$ cat src/rtl/clock_display.sv
// ---------------------------------------------------------------------------
// clock_display
//
// Turns an 18-bit binary time {hour, min, sec} into six active-low 7-segment
// digits. A new value is snapshotted when the input differs from the last
// converted value, or unconditionally once after reset. All three 6-bit
// fields are converted to BCD in parallel by a sequential shift-add-3 over
// six cycles. The decoded segments are then registered in one step, so the
// display never shows a partial result.
//
// Optional feature: define BLINK_EN to blank the display at a 50% duty
// cycle while mode == 2'b01 (time-set). Without BLINK_EN, mode is ignored
// and no blink counter exists.
//
// Ports
//   clk              in   single clock, rising edge
//   rst_n            in   asynchronous active-low reset
//   clock[17:0]      in   {hour[17:12], min[11:6], sec[5:0]}
//   mode[1:0]        in   2'b01 time-set, any other code run
//   hex0..hex5[6:0]  out  active-low {g,f,e,d,c,b,a}; sec/min/hour ones,tens
//   busy             out  conversion in progress
//   done             out  one-cycle pulse when the hex outputs update
// ---------------------------------------------------------------------------
module clock_display #(
   parameter int BLINK_DIV = 12500000
) (
   input  logic        clk,
   input  logic        rst_n,
   input  logic [17:0] clock,
   input  logic [1:0]  mode,
   output logic [6:0]  hex0,
   output logic [6:0]  hex1,
   output logic [6:0]  hex2,
   output logic [6:0]  hex3,
   output logic [6:0]  hex4,
   output logic [6:0]  hex5,
   output logic        busy,
   output logic        done
);

   typedef enum logic [1:0] {IDLE, CONV, DONE} state_t;

   state_t      state_reg, state_next;
   logic [17:0] snap_reg;
   logic [17:0] last_reg;
   logic        first_reg;
   logic [2:0]  step_reg;
   logic        done_reg;
   logic [41:0] seg_reg;    // {hex5..hex0} as registered by DONE
   logic [41:0] seg_next;
   logic        load;
   logic        blank;

   function automatic logic [6:0] enc(input logic [3:0] d);
      case (d)
         4'd0:    enc = 7'h40;
         4'd1:    enc = 7'h79;
         4'd2:    enc = 7'h24;
         4'd3:    enc = 7'h30;
         4'd4:    enc = 7'h19;
         4'd5:    enc = 7'h12;
         4'd6:    enc = 7'h02;
         4'd7:    enc = 7'h78;
         4'd8:    enc = 7'h00;
         4'd9:    enc = 7'h10;
         default: enc = 7'h7F;
      endcase
   endfunction

   assign load = (state_reg == IDLE) && (first_reg || (clock != last_reg));

   // ---------------- FSM: state register ----------------
   always_ff @(posedge clk or negedge rst_n) begin
      if (!rst_n) state_reg <= IDLE;
      else        state_reg <= state_next;
   end

   // ---------------- FSM: next state ----------------
   always_comb begin
      state_next = state_reg;
      case (state_reg)
         IDLE:    if (load) state_next = CONV;
         CONV:    if (step_reg == 3'd5) state_next = DONE;
         DONE:    state_next = IDLE;
         default: state_next = IDLE;
      endcase
   end

   // ---------------- FSM: outputs ----------------
   always_comb begin
      busy = (state_reg != IDLE);
   end

   // ---------------- control registers ----------------
   always_ff @(posedge clk or negedge rst_n) begin
      if (!rst_n) begin
         snap_reg  <= '0;
         last_reg  <= '0;
         first_reg <= 1'b1;
         step_reg  <= '0;
         done_reg  <= 1'b0;
         seg_reg   <= {6{7'h7F}};
      end else begin
         done_reg <= (state_reg == DONE);
         case (state_reg)
            IDLE: if (load) begin
               snap_reg  <= clock;
               first_reg <= 1'b0;
               step_reg  <= '0;
            end
            CONV: step_reg <= step_reg + 3'd1;
            DONE: begin
               last_reg <= snap_reg;
               seg_reg  <= seg_next;
            end
            default: ;
         endcase
      end
   end

   // ---------------- per-field double-dabble and decode ----------------
   genvar gi;
   generate
      for (gi = 0; gi < 3; gi++) begin : g_field
         // Hours (field 2) are valid up to 23, minutes and seconds up to 59.
         localparam logic [5:0] LIMIT = (gi == 2) ? 6'd23 : 6'd59;

         logic [7:0] bcd_reg;
         logic [5:0] bin_reg;
         logic [7:0] bcd_adj;

         always_comb begin
            bcd_adj = bcd_reg;
            if (bcd_reg[3:0] >= 4'd5) bcd_adj[3:0] = bcd_reg[3:0] + 4'd3;
            if (bcd_reg[7:4] >= 4'd5) bcd_adj[7:4] = bcd_reg[7:4] + 4'd3;
         end

         always_ff @(posedge clk or negedge rst_n) begin
            if (!rst_n) begin
               bcd_reg <= '0;
               bin_reg <= '0;
            end else if (load) begin
               bcd_reg <= '0;
               bin_reg <= clock[gi*6 +: 6];
            end else if (state_reg == CONV) begin
               {bcd_reg, bin_reg} <= {bcd_adj, bin_reg} << 1;
            end
         end

         // Range check uses the snapshot, not the live input.
         assign seg_next[gi*14 +: 14] = (snap_reg[gi*6 +: 6] > LIMIT) ?
                                        {7'h3F, 7'h3F} :
                                        {enc(bcd_reg[7:4]), enc(bcd_reg[3:0])};
      end
   endgenerate

   // ---------------- optional blink ----------------
`ifdef BLINK_EN
   localparam int CW = (BLINK_DIV > 1) ? $clog2(BLINK_DIV) : 1;

   logic [CW-1:0] cnt_reg;
   logic          phase_reg;

   always_ff @(posedge clk or negedge rst_n) begin
      if (!rst_n) begin
         cnt_reg   <= '0;
         phase_reg <= 1'b0;
      end else if (mode == 2'b01) begin
         if (cnt_reg == CW'(BLINK_DIV - 1)) begin
            cnt_reg   <= '0;
            phase_reg <= ~phase_reg;
         end else begin
            cnt_reg <= cnt_reg + 1'b1;
         end
      end else begin
         // Held at zero so digits reappear the cycle after set mode ends.
         cnt_reg   <= '0;
         phase_reg <= 1'b0;
      end
   end

   assign blank = phase_reg;
`else
   logic unused_mode;
   assign unused_mode = ^mode;
   assign blank       = 1'b0;
`endif

   // Blanking sits after the segment register; conversion is unaffected.
   assign hex0 = blank ? 7'h7F : seg_reg[6:0];
   assign hex1 = blank ? 7'h7F : seg_reg[13:7];
   assign hex2 = blank ? 7'h7F : seg_reg[20:14];
   assign hex3 = blank ? 7'h7F : seg_reg[27:21];
   assign hex4 = blank ? 7'h7F : seg_reg[34:28];
   assign hex5 = blank ? 7'h7F : seg_reg[41:35];
   assign done = done_reg;

endmodule
$ cat config.mk
export PLATFORM = sky130hd
export DESIGN_NAME = clock_display
export DESIGN_NICKNAME = d
export VERILOG_FILES = /design/src/rtl/clock_display.sv
export SDC_FILE = /design/constraint.sdc
export NUM_CORES = 1
export LEC_CHECK = 0
export BUFFER_PORTS_ARGS = -buffer_cell sky130_fd_sc_hd__buf_4
export CORE_MARGIN = 2
export CORE_UTILIZATION = 55
export DETAILED_ROUTE_END_ITERATION = 12
export PLACE_DENSITY = 0.75
export SLEW_MARGIN = 20
export SYNTH_ARGS = -nofsm -noshare
export SYNTH_HDL_FRONTEND = slang
export SYNTH_SLANG_ARGS = --single-unit
$ cat constraint.sdc
create_clock -name clk -period 2.2 [get_ports clk]
set_input_delay 0.11 -clock clk [delete_from_list [all_inputs] [get_ports clk]]
set_output_delay 0.11 -clock clk [all_outputs]
set_load 0.01 [all_outputs]
Yosys cells after proc, flatten, opt, wreduce, memory -nomap -nowiden
Memory sizes are Yosys's and may differ from the RTL's.
Index checks and enable logic that the tools add are counted.
- $add $sub $neg: 7
- multiply operators: 0
- div/mod/pow operators: 0
- $lt $le $gt $ge: 9
- equal/unequal tests: 6
- shift operators: 0
- mux-type cells: 26
- bitwise gates (word level): 0
- reduce and logical (&&, ||, !) cells: 9
- operators with widths (kind ; count):
    $mux W8 ; 6
    $mux W14 ; 3
    $mux W6 ; 6
    $ge A4 B3 Y1 const B ; 6
    $ne A18 B18 Y1 ; 1
    $add A4 B2 Y4 const B ; 3
    $gt A6 B6 Y1 const B ; 2
    $mux W3 ; 4
    $mux W4 ; 3
    $add A3 B2 Y3 const B ; 3
    $gt A6 B5 Y1 const B ; 1
    $pmux W3 S2 ; 1
    $reduce_and A2 Y1 ; 3
    $reduce_bool A2 Y1 ; 3
    $mux W2 ; 2
    $ne A2 B2 Y1 const B ; 2
    $pmux W2 S2 ; 1
    $add A3 B1 Y3 const B ; 1
    $eq A3 B3 Y1 const B ; 1
    $eq A2 B1 Y1 const B ; 1
    $eq A2 B2 Y1 const B ; 1
    $logic_not A2 Y1 ; 1
    $logic_and A1 B1 Y1 ; 1
    $logic_or A1 B1 Y1 ; 1
- register bits: 127
- bits in latches: 0
- RAM bits: 0
- bits in read-only memories: 672
- input port bits: 22
- output and inout port bits: 44
- word-level logic and storage cells: 76
- memories: 6
- memory list (name ; words ; bits a word ; read ports ; clocked after memory_dff ; wr ports ; RTL line ; source):
    (name not given) ; 16 ; 7 ; 1 ; 0 ; 0 ; 55 ; case (d)
    (name not given) ; 16 ; 7 ; 1 ; 0 ; 0 ; 55 ;
    (name not given) ; 16 ; 7 ; 1 ; 0 ; 0 ; 55 ;
    (name not given) ; 16 ; 7 ; 1 ; 0 ; 0 ; 55 ;
    (name not given) ; 16 ; 7 ; 1 ; 0 ; 0 ; 55 ;
    (name not given) ; 16 ; 7 ; 1 ; 0 ; 0 ; 55 ;

Depth between registers and ports, before layout
- word-level depth: 5
- depth in mapped cells: 7
- depth with buffers taken out: 7

Worst setup path before layout
Ideal clock, no wire load.
- path kind: flip-flop to flip-flop
- start point: register last_reg[10]
- end point: register snap_reg[11]
- setup time: 127 ps
- arrival: 1827 ps
- data required time: 2073 ps
- path slack: 246 ps
- cell stages (with the launch flop): 7
- clock period less this slack: 1954 ps
- path through: dfrtp_1 > xor2_1 > nor4_2 > nand4_1 > o21ai_4 > buf_6 > mux2_1
- cells in the longest elaborated chain, start to end: 4
- ends and longest elaborated chain (what ; RTL line ; source):
    from (decl) ; 45 ; logic [17:0] last_reg;
    from (signal assigned) ; 113 ; last_reg <= snap_reg;
    $ne A18 B18 Y1 ; 70 ; assign load = (state_reg == IDLE) && (first_reg || (clock != last_reg));
    $logic_or A1 B1 Y1 ; 70 ;
    $logic_and A1 B1 Y1 ; 70 ;
    $reduce_and A2 Y1 (no line) ; -- ;
    to (signal assigned) ; 107 ; snap_reg <= clock;
    to (decl) ; 44 ; logic [17:0] snap_reg;
Every way passes these cells.
A chain may end at the register's enable or synchronous reset.

Worst setup path in the final report
- start point: register last_reg[4]
- end point: register snap_reg[3]
The elaborated chain is that of the path after synthesis.

==> out/qor.yml <==
num_vias: 5339
hpwl_mm: 10.2
critPathKind: "register to register"
setup.worst_path.start: "last_reg[4]$_DFFE_PN0P_"
track_usage_pct: 24.8
ys_types: 51
syn_to_final_growth_pct: 23.5
r2r_setup_slack_ns: 0.08
syn_area_per_cell_um2: 9.53
crit_required_ns: 2.50
hold_viol_final: 0
leakagePower_nw: 3.73
routedWlPerCell_um: 16.0
routed_wl_mm: 15.0
async_reset_ff_share_pct: 100
pre_cts_slack_ns: 0.0435
yosys_warnings: 0
chipHeight_um: 114
timing.fmax_mhz: 471
finalSetupViolCount: 0
maxSlewViolCount: 0
synth_edf_count: 0
holdWs_ns: 0.0438
period_needed_ns: 2.12
yosysSeqAreaShare_pct: 48.9
pwr-share-seq_pct: 37.1
final_util_pct: 68.8
hold_path_depth: 3
drc: 0
drt_iter0_markers: 348
yosysTopAreaCell: "dfrtp_1"
cp_slowest_stage_delay_ns: 0.39
reg2reg_depth: 6
ys.flop_type: "dfrtp_1"
clock_skew_ns: 0.00814
ant_nets: 0
grt-ovfl-total: 0
setup_slack_ns: 0.0783
syn_nets: 747
cts_max_level: 4
io_buffers: 63
core_um2: 11900
rr_endpoint: "snap_reg[3]$_DFFE_PN0P_"
cap_violations: 0
status: "completed"
antenna_found_initial: 0
cp-end-kind: "register"
register_area_um2: 3230
netlist.area_leader.share_pct: 31.8
core.rowCount: 40
cts_made_buffers: 17
syn_inst: 693
clock_latency_ns: 0.42
cts-root-buf: "clkbuf_16"
post-route-period-util_pct: 96.4
p_int_w: 0.00812
synth_seq_cells: 127
r2r_start: "last_reg[4]$_DFFE_PN0P_"
die_area_um2: 12900
synthTopCellsByArea: "dfrtp_1, dfstp_2, ha_1"
ir_worst_vdd_uv: 711
critPathLaunchType: "register"
syn_area_um2: 6600
netSwitchingFraction_pct: 37.1
relSlewSlack_pct: 59.1
place.gp.congestion: 0.850
clock_sinks: 127
largest_register_ffs: 42
hp-start: "clock[4]"
cp_slowest_cell: "dfrtp_1"
fin_nets: 831
tightest_slew_ns: 0.613
n_antenna_cell: 0
clockBufferDepth: 2
synth.most_common_cell: "nand2_1"
power_frac_clock_pct: 23.3
clk_transition_reported_paths_ns: 0.06
p_switching_w: 0.00479
final.fill_count: 914
critPathMaxFanout: 21
first_pass_iters: 5
num_io_pins: 66
die_w_um: 114
initial_core_util_pct: 55.7
multi_input_area_um2: 3050
path_cells: "xor2_1 -> nor4_2 -> nand4_1 -> o21ai_4 -> buf_12 -> mux2_2"
arrival_ns: 2.42
viasPerCell: 5.70
grt_pass1_vias: 5252
pwr_density_cell_nw_per_um2: 1580
grt_max_degree: 46
hold_path_class: "input pin to register"
grt_pass1_wl_mm: 25.5
pwr-share-comb_pct: 39.6
netlist_top_cells_count: "nand2_1, dfrtp_1, nor2_1"
drive_above_1_share_pct: 22.7
whs_endpoint: "g_field[0].bin_reg[4]$_DFFE_PN0P_"
cts_tree: "done"
## layout make-up
class	instances	area share, %
Timing Repair Buffer	104	10.7
Clock buffer	22	5.94
Sequential cell	127	39.6
Clock inverter	10	1.93
Inverter	48	2.21
Tap cell	147	2.25
Multi-Input combinational cell	479	37.3
## per-layer routing
| metal | wire [µm] | global-route usage [%] | vias to the layer above |
|---|---|---|---|
| met5 | 0 | 0 | - |
| met2 | 7260 | 41.2 | 144 |
| met1 | 6740 | 32.4 | 2604 |
| met4 | 310 | 9.92 | 0 |
| met3 | 699 | 4.73 | 26 |
| li1 | - | - | 2565 |
## logic make-up after synthesis
family	synth area share [%]
mux	3.79
xor+xnor	3.45
compound gates	17.5
simple gates	15.1
flops	48.9
buf+inv	5.19
fa+ha+maj	6.06
## power groups by stage
stage / clock, W / combinational [W] / sequential (W)
global placement: 0 / 0.00485 / 0.00472
global route: 0.00315 / 0.00578 / 0.00497
finish: 0.00301 / 0.00512 / 0.00479
CTS: 0.00304 / 0.00509 / 0.00478
detailed placement: 0 / 0.00501 / 0.00481
floorplan: 0 / 0.00355 / 0.00458
## per-stage QoR
step	TNS (ns)	power [W]	std cells	instance area, µm²
finish	0	0.0129	937	8160
global route	-0.621	0.0139	937	8160
CTS	0	0.0129	935	8130
detailed placement	0	0.00982	886	7310
global placement	0	0.00956	886	7310
floorplan	0	0.00813	693	6600
## placed cells by master (no fill, tap or decap), types with 14 or more instances in the layout
cell type / n
dlygate4sd3_1: 17
dfrtp_1: 84
a21oi_1: 39
nor2_1: 76
o21ai_0: 37
xor2_1: 17
dfstp_2: 43
o211ai_1: 20
nand4_1: 16
a31oi_1: 18
inv_1: 47
ha_1: 32
buf_4: 83
nand2_1: 93
nand2b_1: 14
clkbuf_16: 17
## worst max-delay path by stage
stage	end	cells past startpoint	slack [ns]
finish	snap_reg[3]$_DFFE_PN0P_	6	0.08
global route	snap_reg[2]$_DFFE_PN0P_	6	-0.06
CTS	snap_reg[5]$_DFFE_PN0P_	6	0.02
detailed placement	snap_reg[5]$_DFFE_PN0P_	6	0.04
global placement	snap_reg[5]$_DFFE_PN0P_	6	0.12
floorplan	snap_reg[11]$_DFFE_PN0P_	6	0.25
## worst max-delay path, delay by kind of cell (launching register included)
kind / cells / cell delay [ns]
muxes: 1 / 0.34
and+or+nand+nor: 2 / 0.61
buffers and inverters: 1 / 0.19
xor gates and xnor gates: 1 / 0.15
AOI/OAI and AO/OA: 1 / 0.31
DFF: 1 / 0.39
## timing repair
item                       in CTS  in global routing
resized for setup               0                  2
setup endpoints to repair       0                 16
hold endpoints to repair       46                  0
hold buffers                   17                  0
setup buffers                   0                  2
Power figures use the tool's default switching activity.
